[src/rtl/ifu_fetch_seq.sv]
// Fetch sequencer: owns the fetch PC, issues one outstanding instruction-memory
// request at a time, arbitrates trap/mret/branch redirects and hands instructions to decode.
module ifu_fetch_seq #(
  parameter logic [63:0] RESET_PC = 64'h0000_0000_8000_0000
) (
  input  logic        clk,
  input  logic        rstn,
  input  logic        i_trap_req,
  input  logic [63:0] i_trap_pc,
  input  logic        i_mret_req,
  input  logic [63:0] i_mret_pc,
  input  logic        i_br_req,
  input  logic [63:0] i_br_pc,
  output logic        o_imem_req,
  output logic [63:0] o_imem_addr,
  input  logic        i_imem_gnt,
  input  logic        i_imem_rvalid,
  input  logic [31:0] i_imem_rdata,
  output logic        o_inst_valid,
  input  logic        i_inst_ready,
  output logic [31:0] o_inst,
  output logic [63:0] o_inst_pc,
  output logic [63:0] o_pc
);

  typedef enum logic [1:0] {
    S_IDLE  = 2'd0,
    S_FETCH = 2'd1,
    S_WAIT  = 2'd2,
    S_HOLD  = 2'd3
  } state_t;

  state_t      r_state;
  logic [63:0] r_pc;
  logic [63:0] r_inst_pc;
  logic [31:0] r_inst;
  logic        r_kill;
  logic        r_imem_req;
  logic        r_inst_valid;

  logic        w_redir;
  logic [63:0] w_tgt;
  logic [63:0] w_pc_inc;

  // Fixed-priority redirect select; losing requesters in the same cycle are dropped.
  always_comb begin
    w_redir = i_trap_req | i_mret_req | i_br_req;
    w_tgt   = i_br_pc;
    if (i_trap_req)
      w_tgt = i_trap_pc;
    else if (i_mret_req)
      w_tgt = i_mret_pc;
  end

  assign w_pc_inc = r_pc + 64'd4;

  always_ff @(posedge clk) begin
    if (!rstn) begin
      r_state      <= S_IDLE;
      r_pc         <= RESET_PC;
      r_kill       <= 1'b0;
      r_inst       <= 32'd0;
      r_inst_pc    <= 64'd0;
      r_imem_req   <= 1'b0;
      r_inst_valid <= 1'b0;
    end else begin
      case (r_state)
        S_IDLE: begin
          if (w_redir)
            r_pc <= w_tgt;
          r_state    <= S_FETCH;
          r_imem_req <= 1'b1;
        end

        S_FETCH: begin
          if (w_redir)
            r_pc <= w_tgt;
          if (i_imem_gnt) begin
            // The granted request targets the old pc, so its response must be discarded.
            if (w_redir)
              r_kill <= 1'b1;
            r_state    <= S_WAIT;
            r_imem_req <= 1'b0;
          end
        end

        S_WAIT: begin
          if (w_redir)
            r_pc <= w_tgt;
          if (i_imem_rvalid) begin
            if (r_kill || w_redir) begin
              r_kill     <= 1'b0;
              r_state    <= S_FETCH;
              r_imem_req <= 1'b1;
            end else begin
              r_inst       <= i_imem_rdata;
              r_inst_pc    <= r_pc;
              r_state      <= S_HOLD;
              r_inst_valid <= 1'b1;
            end
          end else if (w_redir) begin
            r_kill <= 1'b1;
          end
        end

        S_HOLD: begin
          // A redirect wins over pc+4 even if decode accepts in the same cycle.
          if (w_redir || i_inst_ready) begin
            r_pc         <= w_redir ? w_tgt : w_pc_inc;
            r_state      <= S_FETCH;
            r_imem_req   <= 1'b1;
            r_inst_valid <= 1'b0;
          end
        end

        default: begin
          r_state      <= S_IDLE;
          r_imem_req   <= 1'b0;
          r_inst_valid <= 1'b0;
        end
      endcase
    end
  end

  assign o_imem_req   = r_imem_req;
  assign o_imem_addr  = {r_pc[63:2], 2'b00};
  assign o_inst_valid = r_inst_valid;
  assign o_inst       = r_inst;
  assign o_inst_pc    = r_inst_pc;
  assign o_pc         = r_pc;

endmodule

[config.mk]
export PLATFORM = sky130hd
export DESIGN_NAME = ifu_fetch_seq
export DESIGN_NICKNAME = d
export VERILOG_FILES = /design/src/rtl/ifu_fetch_seq.sv
export SDC_FILE = /design/constraint.sdc
export NUM_CORES = 1
export LEC_CHECK = 0
export BUFFER_PORTS_ARGS = -buffer_cell sky130_fd_sc_hd__buf_2
export CAP_MARGIN = 20
export CORE_AREA = 2 2 180 182
export DETAILED_ROUTE_END_ITERATION = 10
export DIE_AREA = 0 0 182 184
export SLEW_MARGIN = 20
export SYNTH_ARGS = -nofsm -noshare
export SYNTH_HDL_FRONTEND = slang
export SYNTH_SLANG_ARGS = --single-unit
[constraint.sdc]
create_clock -name clk -period 6.1 [get_ports clk]
set_clock_uncertainty 0.1 [all_clocks]
set_input_delay 1.22 -clock clk [delete_from_list [all_inputs] [get_ports clk]]
set_output_delay 1.22 -clock clk [all_outputs]
set_load 0.03 [all_outputs]
==> flow_summary_export.csv <==
group,metric,value,unit
floorplan,initial_utilization,30.8,%
sta,rsz0062_at_grt,"no",
floorplan,die_w,182,µm
yosys,synth.most_common_cell,"nand2_1",
grt,grt-ovfl-total,0,
placed_design,dp_hpwl,28.6,mm
worst_setup_path,critPathKind,"input port to register",
cts,cts_resized,0,
cts,cts_sinks,165,
min_path,min_path_type,"register to register",
detailed_routing,drt_iter0_drc,649,
worst_setup_path,cp-start-kind,"input port",
sta,slew_violations,0,
worst_setup_path,required,6.35,ns
grt,antenna_found_initial,3,
floorplan,die-area,0.0335,mm²
detailed_routing,detail-route-antenna-nets,0,
yosys,yosysWarningCount,0,
yosys,synth-seq-cells,165,
detailed_routing,wl,39.1,mm
min_path,min_from,"o_inst_valid$_SDFFE_PN0P_",
sta,slew_headroom,29.3,%
sta,final_hold_viol_count,0,
sta,fin_tns_setup,0,ns
detailed_routing,drc,0,
placed_design,placed_area,0.0117,mm²
sta,fmax,265,MHz
floorplan,dieHeight,184,µm
sta,worst_pin_slew,1.06,ns
detailed_routing,wire_per_inst,19.2,µm
sta,period_minus_slack,3.77,ns
yosys,yosys-top-cells-count,"nand2_1, dfxtp_1, a21oi_1",
yosys,synth.avg_cell_area,7.43,µm²
worst_setup_path,timing.rr.start,"o_pc[2]$_SDFFE_PN0P_",
detailed_routing,vias_per_cell,5.29,
yosys,synth_ff_type,"dfxtp_1",
grt,grt_pass1_vias,9699,
cts,htree_levels,4,
sta,fin_crit_sh,61.9,%
floorplan,boundaryPins,458,
detailed_routing,vias,10800,
floorplan,coreArea,0.0314,mm²
cts,post-cts-setup-buffer-count,0,
floorplan,rows,65,
cts,ctsRootBufferMaster,"clkbuf_16",
detailed_routing,first_pass_iters,5,
cts,clock_path_buffers,2,
worst_setup_path,reg2reg_to,"o_pc[41]$_SDFFE_PN0P_",
yosys,yosysSeqAreaShare,34.2,%
yosys,synth_top_area_share,34.2,%
pwr,leakage,0.00545,µW
yosys,synth_cell_types,72,
yosys,synthTopCellsByArea,"dfxtp_1, nand2_1, a21oi_1, mux2i_1, buf_4",
cts,holdBufCountCts,0,
placed_design,gp_congestion,0.861,
min_path,whs_path_depth,2,
grt,grt_start_max_net_pins,98,
cts,cts_made_buffers,17,
worst_setup_path,rr_worst_depth,5,
finish,final_area,0.0123,mm²
pwr,vdd_drop_max,0.000185,V
worst_setup_path,cp.arrival,4.02,ns
worst_setup_path,end_kind,"register",
yosys,async_flop_share,0,%
yosys,synth_area,0.00966,mm²
yosys,synthCells,1299,
cts,tritoncts,"built",
finish,stdcell_count,2035,
run,max_cap_violations,0,
grt,track_usage,22.2,%
yosys,synth_top_area_cell,"dfxtp_1",
status,status,"finished, final reports clean",
finish,syn_to_final_growth,27.4,%
cts,path_clk_slew,0.07,ns
pwr,p_total,2870,µW
sta,setup_violations,0,
finish,nets,1856,
cts,worstSkewPairLatency,0.43,ns
grt,grt_pass1_wl,57.0,mm
min_path,min_to,"o_inst_valid$_SDFFE_PN0P_",
placed_design,placedCellCount,2001,
yosys,synth-edff-count,0,
placed_design,portBuffers,455,
finish,drive_gt1_share,32.3,%
worst_setup_path,path_max_fanout,87,
pwr,power.density_cell_area,233,mW/mm²
worst_setup_path,r2r_setup_slack,2.74,ns
-- metal layers --
layer | GRT usage [%] | wire length, µm | share of wire, %
met5 | 0 | 12 | 0.031
met4 | 6.68 | 689 | 1.8
met3 | 3.11 | 2420 | 6.2
met2 | 39.0 | 19200 | 49
met1 | 28.2 | 16800 | 43
-- worst max-delay path: stages --
cell,delay [ns]
buf_4,0.34
or4b_2,1.12
nor2_4,0.42
nand2_2,0.21
or4_1,0.51
o211ai_1,0.16
-- state kept, by name, summed over array words and instances (netlist names) --
name / count
o_inst_valid: 1
r_state: 2
r_kill: 1
o_pc: 64
o_inst_pc: 64
o_inst: 32
o_imem_req: 1
-- power breakdown --
part	total, µW	internal (µW)	leakage, µW	switching [µW]
clock	1140	624	0.000295	516
sequential	1210	1110	0.00135	98.7
combinational	519	188	0.00381	331
-- cells in the final DEF, fill, tap and decap left out, types with 3 or more instances in the layout --
master	n
and2_1	6
nor4_2	3
inv_1	14
nor3b_1	3
o21ai_0	77
a22oi_1	24
a21oi_1	138
nor2_1	49
nand2_1	300
a31oi_1	11
nand2b_1	6
mux2i_1	66
or3_1	7
dfxtp_1	165
nor4_1	14
nand4_1	30
mux2_2	8
a21o_1	5
a41oi_1	3
and3_1	14
nand3_1	38
inv_6	7
ha_1	5
o31a_1	7
o31ai_1	5
o22ai_1	13
a22o_1	11
buf_4	11
clkbuf_16	17
or4_1	18
o211ai_1	26
buf_2	453
a211oi_1	4
nor3_1	11
-- per-stage QoR --
stage	utilization, %	hold slack [ns]	setup slack [ns]
after global placement	37.2	0.331	1.97
after CTS	39.1	0.351	2.38
after floorplan	-	0.360	3.04
after detailed placement	37.2	0.338	1.94
final	39.2	0.346	2.33
after global routing	39.2	0.371	2.22
-- worst max path at each step --
stage                    start  cells past startpoint                     to  slack (ns)
floorplan           i_trap_req                      9  o_pc[14]$_SDFFE_PN0P_        3.04
global placement    i_trap_req                      6  o_pc[49]$_SDFFE_PN0P_        1.97
detailed placement  i_trap_req                      6  o_pc[49]$_SDFFE_PN0P_        1.94
CTS                 i_trap_req                      6  o_pc[49]$_SDFFE_PN0P_        2.38
global route        i_trap_req                      6  o_pc[63]$_SDFFE_PN0P_        2.22
finish              i_trap_req                      6  o_pc[49]$_SDFFE_PN0P_        2.33
-- cell type report --
cell class / instances / area [µm²]
antenna: 1 / 2.50
clock buffer: 17 / 425
clock inverter: 15 / 188
fill: 3333 / 19100
inverter: 15 / 61.3
multi-input combinational: 955 / 5450
sequential: 165 / 3300
tap: 402 / 503
timing repair buffer: 465 / 2370
-- kinds of logic (layout without fill, tap and decap cells) --
family	after synthesis	in the layout	synth area share, %
AO/OA/AOI/OAI	353	353	22.2
AND/OR/NAND/NOR	521	521	25.4
other	1	3	0.0388
adder cells (fa/ha/maj)	5	5	0.648
multiplexers	74	74	7.78
buffers and inverters	180	512	9.72
flip-flops	165	165	34.2
Power figures use the tool's default switching activity.
